File: src/rtl/n_bit_sync_down_counter.sv
// Synchronous loadable N-bit down counter / interval timer.
// Counts a loaded value down to zero and raises a one-cycle terminal-count
// pulse. It then either reloads and keeps running, or stops in IDLE.
// All state, including the outputs, changes only on the rising clock edge.
module n_bit_sync_down_counter #(
    parameter int N = 4
) (
    input  logic         clk,
    input  logic         reset_n,
    input  logic         load,
    input  logic [N-1:0] load_val,
    input  logic         start,
    input  logic         stop,
    input  logic         en,
    input  logic         auto_reload,
    output logic [N-1:0] qout,
    output logic         tc,
    output logic         busy
);

    typedef enum logic [0:0] {
        IDLE = 1'b0,
        RUN  = 1'b1
    } state_t;

    state_t       state;
    state_t       state_next;
    logic [N-1:0] count;
    logic [N-1:0] count_next;
    logic [N-1:0] reload_reg;
    logic [N-1:0] reload_next;
    logic         tc_reg;
    logic         tc_next;
    logic         at_zero;
    logic         counting;

    // The count is "consumed" only in RUN with enable high and no load/stop override
    assign at_zero  = (count == '0);
    assign counting = !load && !stop && (state == RUN) && en;

    // State and datapath registers; synchronous active-low reset clears everything
    always_ff @(posedge clk) begin
        if (!reset_n) begin
            state      <= IDLE;
            count      <= '0;
            reload_reg <= '0;
            tc_reg     <= 1'b0;
        end else begin
            state      <= state_next;
            count      <= count_next;
            reload_reg <= reload_next;
            tc_reg     <= tc_next;
        end
    end

    // Next-state logic: load beats stop, stop beats start and counting
    always_comb begin
        state_next = state;
        if (load) begin
            state_next = IDLE;
        end else if (stop) begin
            state_next = IDLE;
        end else begin
            case (state)
                IDLE: begin
                    if (start) begin
                        state_next = RUN;
                    end
                end
                RUN: begin
                    if (en && at_zero && !auto_reload) begin
                        state_next = IDLE;
                    end
                end
                default: state_next = IDLE;
            endcase
        end
    end

    // Datapath next values: load capture, decrement, terminal pulse and reload
    always_comb begin
        count_next  = count;
        reload_next = reload_reg;
        tc_next     = 1'b0;
        if (load) begin
            count_next  = load_val;
            reload_next = load_val;
        end else if (counting) begin
            if (at_zero) begin
                tc_next = 1'b1;
                if (auto_reload) begin
                    count_next = reload_reg;
                end
            end else begin
                count_next = count - {{(N-1){1'b0}}, 1'b1};
            end
        end
    end

    // Outputs come straight from registers, so they are glitch-free
    always_comb begin
        qout = count;
        tc   = tc_reg;
        busy = (state == RUN);
    end

endmodule
File: config.mk
export PLATFORM = sky130hd
export DESIGN_NAME = n_bit_sync_down_counter
export DESIGN_NICKNAME = d
export VERILOG_FILES = /design/src/rtl/n_bit_sync_down_counter.sv
export SDC_FILE = /design/constraint.sdc
export NUM_CORES = 1
export LEC_CHECK = 0
export BUFFER_PORTS_ARGS = -buffer_cell sky130_fd_sc_hd__buf_2
export CAP_MARGIN = 20
export CORE_AREA = 2 2 39 41
export DETAILED_ROUTE_END_ITERATION = 7
export DIE_AREA = 0 0 41 43
export HOLD_SLACK_MARGIN = 0.12
export REMOVE_ABC_BUFFERS = 1
export SETUP_SLACK_MARGIN = 0.1
export SLEW_MARGIN = 20
export SYNTH_ARGS = -nofsm -noshare
export SYNTH_HDL_FRONTEND = slang
export SYNTH_SLANG_ARGS = --single-unit
export TNS_END_PERCENT = 100
File: constraint.sdc
create_clock -name clk -period 3.6 [get_ports clk]
set_clock_uncertainty 0.15 [all_clocks]
set_input_delay 0.18 -clock clk [delete_from_list [all_inputs] [get_ports clk]]
set_output_delay 0.18 -clock clk [all_outputs]
set_load 0.03 [all_outputs]
==> results of run 1 <==
==> routing by layer <==
metal | share of wire | wire length, um
met5 | 0 | 0
met4 | 0.0081 | 10
met3 | 0.029 | 35
met2 | 0.48 | 591
met1 | 0.48 | 591
==> path summary, 6_finish.rpt <==
kind / endpoint / start / slack, ns
max: busy / qout[0] / 1.49
min: qout[2] / load / 0.16
max reg2reg: busy / qout[0] / 1.49
min reg2reg: reload_reg[1] / reload_reg[1] / 0.36
==> worst register-to-register path, cell delays in order (launching register included) <==
cell and delay (ns):
dfxtp_1 0.33, inv_1 0.09, ha_1 0.25, nor4b_1 0.38, nand3_1 0.11, o21ai_0 0.08
nor4_1 0.06, dlygate4sd3_1 0.56
==> stage by stage <==
step | instance area (sq um) | cells | total power, mW
after CTS | 718 | 102 | 0.284
after global routing | 718 | 102 | 0.295
after global placement | 612 | 91 | 0.175
after floorplan | 512 | 59 | 0.157
final | 718 | 102 | 0.282
after detailed placement | 612 | 91 | 0.175
==> area by class of cell <==
class                   instances  area share
flip-flops and latches         10       0.279
repair buffers                 23       0.209
well taps                      16      0.0279
inverters                       4      0.0209
multi-input cells              45       0.413
clock buffers                   4      0.0505
==> logic make-up after synthesis <==
kind of cell    count (synthesis)  synth area share
flops                          10             0.387
mux                             6             0.116
buf+inv                         5            0.0387
compound gates                 10             0.124
simple gates                   28             0.310
fa+ha+maj                       1            0.0242
==> layout by cell type (no fill, tap or decap) <==
cell type      instances
nor2b_1                3
nor3_1                 1
ha_1                   1
or3_4                  1
nand3_1                3
clkbuf_8               1
inv_1                  4
o211ai_1               1
nor2_1                 9
nand2b_1               2
dfxtp_1               10
buf_2                 16
nor4_1                 2
nor3b_1                1
mux2i_1                6
nand2_1                1
or4b_1                 1
nand4_1                1
a2111oi_0              1
clkbuf_4               3
nor4b_1                2
or3_1                  1
o21ai_0                6
a311oi_1               2
dlygate4sd3_1          7
==> power by group <==
part	switching (mW)	internal, mW	leakage [nW]
Clock	0.0421	0.0614	0.0210
Combinational	0.0297	0.0260	0.215
Sequential	0.00600	0.117	0.0824
==> repair_timing <==
item | 4_1_cts | 5_1_grt
resized for setup | 0 | 0
buffers inserted | 0 | 0
endpoints found under the hold margin | 10 | 0
hold buffers | 7 | 0
==> results.py, run 1 <==
metrics = {
    "synth": {
        "syn_inst": 60,
        "synth.distinct_cells": 22,
        "synth_edf_count": 0,
        "yosys-top-cells-area": "dfxtp_1 39%, mux2i_1 12%, nor2_1 6.5%, o21ai_0 5.8%, nor2b_1 3.6%",
        "synthFlopType": "dfxtp_1",
        "postSynthAreaPerCell_sq_um": 8.61,
        "synth.cell_area_sq_um": 517,
        "synth_area_leader_cell": "dfxtp_1",
        "post-synth-top-area-fraction": 0.387,
        "ys_warn_count": 0,
        "synth-seq-cells": 10,
        "synth-seq-area-share": 0.387,
        "synthArstFlopShare": 0,
        "synth_top_cells_by_count": "10 x dfxtp_1, 9 x nor2_1, 6 x mux2i_1, 6 x o21ai_0, 4 x inv_1",
        "synth.most_common_cell": "dfxtp_1",
    },
    "grt": {
        "grt_util_met3": 0.0314,
        "antenna_found_initial": 0,
        "grt_busiest_layer": "met2",
        "grtUsageMet1": 0.240,
        "grt_usage": 0.175,
        "grt_pass1_wl_um": 2080,
        "grt_max_degree": 12,
        "grt_pass1_vias": 462,
        "grt.overflow.total": 0,
        "grt_util_met2": 0.247,
    },
    "detailed_routing": {
        "vias_per_cell": 5.12,
        "via_count": 522,
        "antenna_left": 0,
        "wl_um": 1230,
        "drc": 0,
        "wl_per_cell_um": 12.0,
        "drtIter0Drc": 8,
        "first_pass_iters": 4,
    },
    "critical_path": {
        "critPathTopFamily": "buffers and inverters",
        "crit_arrival_ns": 2.12,
        "crit_type": "register to register",
        "critical_path_buf_inv_count": 2,
        "path_cells": "inv_1 -> ha_1 -> nor4b_1 -> nand3_1 -> o21ai_0 -> nor4_1 -> dlygate4sd3_1",
        "r2r_cells": 7,
        "cpPeakStageDelay_ns": 0.56,
        "cp_slowest_cell": "dlygate4sd3_1",
        "cp.required_ns": 3.61,
        "cp.depth": 7,
        "cp-end-kind": "register",
        "startpoint_type": "register",
        "cp_max_fo": 6,
    },
    "layout": {
        "nets": 99,
        "drive_above_1_share": 0.244,
        "utilization": 0.519,
        "register_area_sq_um": 200,
        "syn_to_final_growth_pct": 39.0,
        "multiInputGateArea_sq_um": 297,
        "nFillCells": 137,
        "antenna_cells": 0,
    },
    "sta": {
        "slew_viol_final": 0,
        "timing_worst_slew_pin_value_ns": 0.411,
        "fmax_mhz": 474,
        "fin_crit_sh": 0.586,
        "setup_viol": 0,
        "setup_tns_ns": 0,
        "finalWorstSetupSlack_ns": 1.49,
        "finalHoldViolCount": 0,
        "rsz0062_at_grt": "no",
        "max_slew_margin": 0.719,
        "fin_crit_ns": 2.11,
        "hold-worst-slack_ns": 0.156,
    },
    "min_path": {
        "min_path_type": "primary input to register",
        "hold-path-cell-count": 3,
    },
    "clocking": {
        "cts_tree": "built",
        "cts_made_buffers": 3,
        "clk_latency_ns": 0.27,
        "clockRootBuffer": "clkbuf_4",
        "cts_sinks": 10,
        "clk_pin_slew_ns": 0.07,
        "cts.htree.levels": 1,
        "cts_buffer_depth": 2,
    },
    "run_status": {
        "status": "complete, no violations",
    },
    "floorplanning": {
        "die_w_um": 41,
        "die_y_um": 43,
        "core_sq_um": 1380,
        "pin_count": 17,
        "num_rows": 14,
        "die_area_sq_um": 1760,
        "start_util": 0.373,
    },
    "flow_run": {
        "drv_cap": 0,
    },
    "power_and_ir_drop": {
        "ir_drop_uv": 199,
        "p_leak_nw": 0.318,
        "power_density_nw_per_um2": 393,
    },
    "place": {
        "io_buffers": 16,
        "dp_hpwl_um": 862,
        "dp_slack_ns": 1.59,
        "gp_congestion": 0.712,
    },
}
(Power assumes the default switching activity.)
==> run 2, diff against run 1 <==
==> constraint.sdc (replaced) <==
create_clock -name clk -period 1.97 [get_ports clk]
set_clock_uncertainty 0.15 [all_clocks]
set_input_delay 0.0985 -clock clk [delete_from_list [all_inputs] [get_ports clk]]
set_output_delay 0.0985 -clock clk [all_outputs]
set_load 0.03 [all_outputs]
==> run 2 against run 1 <==
Global-route usage up 2.2 points. Sequential share of layout area down 3.7 points. Flip-flop and latch count unchanged. Utilization up 8.8 points. Die area unchanged. Clock-buffer cell count unchanged. Final area up 17%. Register-to-register slack worse by 1.4 ns. Setup slack worse by 1.4 ns. Fmax up 13%. Highest routed layer unchanged.
==> results.py, run 2 (same netlist as run 1, synthesis figures left out) <==
metrics = {
    "power_and_ir_drop": {
        "p_leak_nw": 0.366,
        "total_power_mw": 0.547,
        "power_density_nw_per_um2": 651,
        "ir_drop_uv": 366,
    },
    "min_path": {
        "min_path_type": "primary input to register",
    },
    "layout": {
        "final_area_sq_um": 840,
        "utilization": 0.607,
        "final_common_cell": "buf_2",
        "nets": 108,
        "antenna_cells": 0,
        "nFillCells": 119,
        "drive_above_1_share": 0.347,
        "syn_to_final_growth_pct": 62.5,
        "layout_common_cells": "16 x buf_2, 12 x dlygate4sd3_1, 9 x nor2_1, 8 x dfxtp_1, 6 x mux2i_1",
    },
    "floorplanning": {
        "pin_count": 17,
        "die_w_um": 41,
        "die_area_sq_um": 1760,
        "die_y_um": 43,
        "core_sq_um": 1380,
        "num_rows": 14,
        "start_util": 0.373,
    },
    "clocking": {
        "clk_pin_slew_ns": 0.07,
        "cts.htree.levels": 1,
        "cts_tree": "built",
        "cts_made_buffers": 3,
        "cts_buffer_depth": 2,
        "cts_sinks": 10,
        "clockRootBuffer": "clkbuf_4",
        "clk_latency_ns": 0.26,
    },
    "critical_path": {
        "cp-end-kind": "register",
        "startpoint_type": "register",
        "crit_arrival_ns": 1.92,
        "cp_max_fo": 2,
        "crit_type": "register to register",
        "cp.required_ns": 2.03,
    },
    "grt": {
        "grtUsageMet1": 0.257,
        "grt_util_met3": 0.0314,
        "grt_util_met2": 0.300,
        "grt_busiest_layer": "met2",
        "grt.overflow.total": 0,
        "grt_pass1_wl_um": 2360,
        "antenna_found_initial": 0,
        "grt_max_degree": 12,
        "grt_pass1_vias": 556,
        "grt_usage": 0.198,
    },
    "sta": {
        "hold-worst-slack_ns": 0.181,
        "slew_viol_final": 0,
        "finalHoldViolCount": 0,
        "fin_crit_sh": 0.944,
        "timing_worst_slew_pin_value_ns": 0.551,
        "fmax_mhz": 538,
        "rsz0062_at_grt": "yes",
        "fin_crit_ns": 1.86,
        "setup_viol": 0,
        "max_slew_margin": 0.623,
        "finalWorstSetupSlack_ns": 0.111,
    },
    "run_status": {
        "status": "complete, no violations",
    },
    "detailed_routing": {
        "first_pass_iters": 4,
        "via_count": 590,
        "drtIter0Drc": 21,
        "vias_per_cell": 5.32,
        "drc": 0,
        "wl_per_cell_um": 12.9,
        "antenna_left": 0,
        "wl_um": 1440,
    },
    "place": {
        "gp_congestion": 0.748,
        "dp_slack_ns": 0.0761,
        "dp_hpwl_um": 884,
        "place_area_sq_um": 634,
        "io_buffers": 16,
    },
    "flow_run": {
        "drv_cap": 0,
    },
}
run 2: changes by cell type in the layout (fill, tap and decap cells not counted), moves of 2 or more:
cell / change
buf_4: +4
dfxtp_1: -2
dfxtp_2: +2
dlygate4sd3_1: +5
inv_1: -2
inv_2: +2
nor4b_1: -2
run 2: critical path, cell delays in order (launching register included):
cell and delay [ns]:
dfxtp_2 0.34, inv_2 0.05, ha_4 0.15, nor4b_4 0.13
or3_4 0.40, or4b_1 0.50, nand3_1 0.09
run 2: metrics by stage:
step | TNS, ns | cells
after floorplan | -0.191 | 59
after global placement | 0 | 94
after detailed placement | 0 | 94
after CTS | 0 | 110
after global routing | 0 | 111
final | 0 | 111
run 2: timing repair:
item	in CTS	in global routing
hold endpoints to repair	10	0
hold buffers	12	0
pin swaps	0	4
endpoints found under the setup margin	2	4
gates cloned	0	0
gates resized for setup	3	8
buffers inserted	0	1
run 2: worst paths after layout:
path                                     from             to  slack [ns]  cells after the start
worst max register to register        qout[0]        qout[2]        0.11                      6
worst min-delay path              auto_reload           busy        0.18                      5
worst max-delay path                  qout[0]        qout[2]        0.11                      6
worst min register to register  reload_reg[2]  reload_reg[2]        0.36                      2
run 2: layer usage:
metal,vias to the layer above,wire length [um]
met4,0,10
met5,-,0
met1,282,641
met3,2,58
li1,293,-
met2,13,726
run 2: report_power, final:
group	leakage (nW)	internal (mW)	switching, mW	total (mW)
clock network	0.0210	0.112	0.0761	0.188
logic	0.262	0.0686	0.0618	0.130
registers	0.0830	0.214	0.0138	0.228
total	0.366	0.395	0.152	0.547
run 2: area by class of cell:
class | instances | area [sq um] | share of cell area
Clock buffer | 4 | 36.3 | 0.0432
Inverter | 4 | 15.0 | 0.0179
Timing Repair Buffer | 32 | 230 | 0.274
Tap cell | 16 | 20.0 | 0.0238
Sequential cell | 10 | 203 | 0.241
Multi-Input combinational cell | 45 | 335 | 0.399
==> run 3, diff against run 2 <==
--- a/config.mk
+++ b/config.mk
@@ -7,12 +7,14 @@
 export LEC_CHECK = 0
 export BUFFER_PORTS_ARGS = -buffer_cell sky130_fd_sc_hd__buf_2
 export CAP_MARGIN = 20
-export CORE_AREA = 2 2 39 41
+export CELL_PAD_IN_SITES_DETAIL_PLACEMENT = 2
+export CELL_PAD_IN_SITES_GLOBAL_PLACEMENT = 2
+export CORE_UTILIZATION = 26
 export DETAILED_ROUTE_END_ITERATION = 7
-export DIE_AREA = 0 0 41 43
 export HOLD_SLACK_MARGIN = 0.12
-export REMOVE_ABC_BUFFERS = 1
+export PLACE_DENSITY_LB_ADDON = 0.1
 export SETUP_SLACK_MARGIN = 0.1
+export SKIP_LAST_GASP = 1
 export SLEW_MARGIN = 20
 export SYNTH_ARGS = -nofsm -noshare
 export SYNTH_HDL_FRONTEND = slang
==> run 3 against run 2 <==
Flip-flop and latch count is the same. Critical path type unchanged. Wire length grew 46%. Setup slack lost 0.018 ns.
==> results.py, run 3 (same netlist as run 1, synthesis figures left out) <==
metrics = {
    "run_status": {
        "status": "complete, no violations",
    },
    "grt": {
        "grt.overflow.total": 0,
        "grt_max_degree": 12,
        "grt_pass1_wl_um": 3450,
        "grt_util_met3": 0.0784,
        "grt_usage": 0.244,
        "grt_busiest_layer": "met2",
        "grt_util_met2": 0.389,
        "grtUsageMet1": 0.285,
        "antenna_found_initial": 0,
        "grt_pass1_vias": 699,
    },
    "detailed_routing": {
        "wl_per_cell_um": 16.7,
        "drc": 0,
        "wl_um": 2110,
        "antenna_left": 0,
        "vias_per_cell": 5.06,
        "first_pass_iters": 2,
        "drtIter0Drc": 8,
        "via_count": 638,
    },
    "place": {
        "dp_cells": 103,
        "dp_hpwl_um": 1210,
        "gp_congestion": 0.753,
        "io_buffers": 16,
    },
    "clocking": {
        "cts.htree.levels": 1,
        "clockRootBuffer": "clkbuf_4",
        "clk_pin_slew_ns": 0.07,
        "cts_sinks": 10,
        "cts_buffer_depth": 2,
        "cts_made_buffers": 3,
        "cts_tree": "built",
        "clk_latency_ns": 0.27,
    },
    "sta": {
        "fmax_mhz": 533,
        "setup_viol": 0,
        "fin_crit_ns": 1.88,
        "setup_tns_ns": 0,
        "rsz0062_at_grt": "yes",
        "slew_viol_final": 0,
        "finalHoldViolCount": 0,
        "fin_crit_sh": 0.953,
        "timing_worst_slew_pin_value_ns": 0.508,
        "max_slew_margin": 0.653,
    },
    "power_and_ir_drop": {
        "ir_drop_uv": 353,
        "power_density_nw_per_um2": 583,
        "p_leak_nw": 0.409,
    },
    "critical_path": {
        "cp-end-kind": "register",
        "startpoint_type": "register",
        "cpPeakStageDelay_ns": 0.36,
        "critPathTopFamily": "simple AND/OR/NAND/NOR gates",
        "cp.required_ns": 1.98,
        "critical_path_buf_inv_count": 3,
        "rrSetupSlack_ns": 0.09,
        "cp_slowest_cell": "dfxtp_4",
        "crit_arrival_ns": 1.89,
        "path_cells": "inv_4 -> ha_4 -> nor4b_4 -> or3_4 -> buf_12 -> buf_4 -> a311oi_1",
        "cp_max_fo": 4,
        "crit_type": "register to register",
    },
    "floorplanning": {
        "die_area_sq_um": 2170,
        "pin_count": 17,
        "start_util": 0.287,
        "core_sq_um": 1800,
        "die_y_um": 46.6,
        "num_rows": 15,
        "die_w_um": 46.6,
    },
    "layout": {
        "finalNonFillerCells": 126,
        "antenna_cells": 0,
        "drive_above_1_share": 0.396,
        "layout_common_cells": "16 x buf_2, 13 x dlygate4sd3_1, 9 x nor2_1, 8 x dfxtp_1, 8 x buf_4",
        "nets": 114,
        "syn_to_final_growth_pct": 78.7,
        "nFillCells": 204,
        "final_common_cell": "buf_2",
    },
    "flow_run": {
        "drv_cap": 0,
    },
    "min_path": {
        "min_path_type": "primary input to register",
    },
    "synth": {
        "synth_fp_nets": 72,
    },
}
-- run 3: area by class of cell --
class / count / area [sq um] / area share
sequential: 10 / 208 / 0.225
multi-input combinational: 45 / 348 / 0.377
inverter: 4 / 20.0 / 0.0217
tap: 25 / 31.3 / 0.0339
timing repair buffer: 38 / 290 / 0.314
clock buffer: 4 / 26.3 / 0.0285
-- run 3: stage by stage --
step | worst slack [ns] | instance area (sq um) | util | hold WS (ns) | total power, mW
3_3_place_gp | 0.0907 | 666 | 0.369 | 0.149 | 0.336
2_1_floorplan | 0.0552 | 537 | - | 0.0265 | 0.293
5_1_grt | 0.0488 | 923 | 0.513 | 0.325 | 0.570
6_report | 0.0934 | 923 | 0.513 | 0.191 | 0.538
3_5_place_dp | 0.0570 | 666 | 0.369 | 0.155 | 0.340
4_1_cts | 0.0923 | 900 | 0.499 | 0.257 | 0.533
-- run 3: per-layer routing --
layer / up-vias / routed length, um
met4: 0 / 53
met2: 15 / 1010
met3: 7 / 69
met5: - / 0
met1: 313 / 972
li1: 303 / -
-- run 3: where the power goes --
part	switching, mW	internal [mW]
clock	0.0777	0.0786
combinational	0.0778	0.0807
sequential	0.0105	0.213
-- run 3: repair_timing --
| action | in CTS | in global routing |
|---|---|---|
| endpoints found under the setup margin | 1 | 5 |
| pin swaps | 4 | 4 |
| hold buffers | 13 | 1 |
| resized for setup | 4 | 6 |
| endpoints found under the hold margin | 10 | 1 |
| buffers inserted | 6 | 0 |
-- run 3: worst register-to-register path, cell delays in order, from the launching register on --
cell      delay, ns
dfxtp_4        0.36
inv_4          0.04
ha_4           0.15
nor4b_4        0.13
or3_4          0.36
buf_12         0.14
buf_4          0.13
a311oi_1       0.30
-- run 3: final timing paths --
path                     from  endpoint  cells past startpoint
setup / recovery      qout[1]   qout[1]                      7
hold / removal    auto_reload      busy                      5
setup reg to reg      qout[1]   qout[1]                      7
hold reg to reg          busy      busy                      2
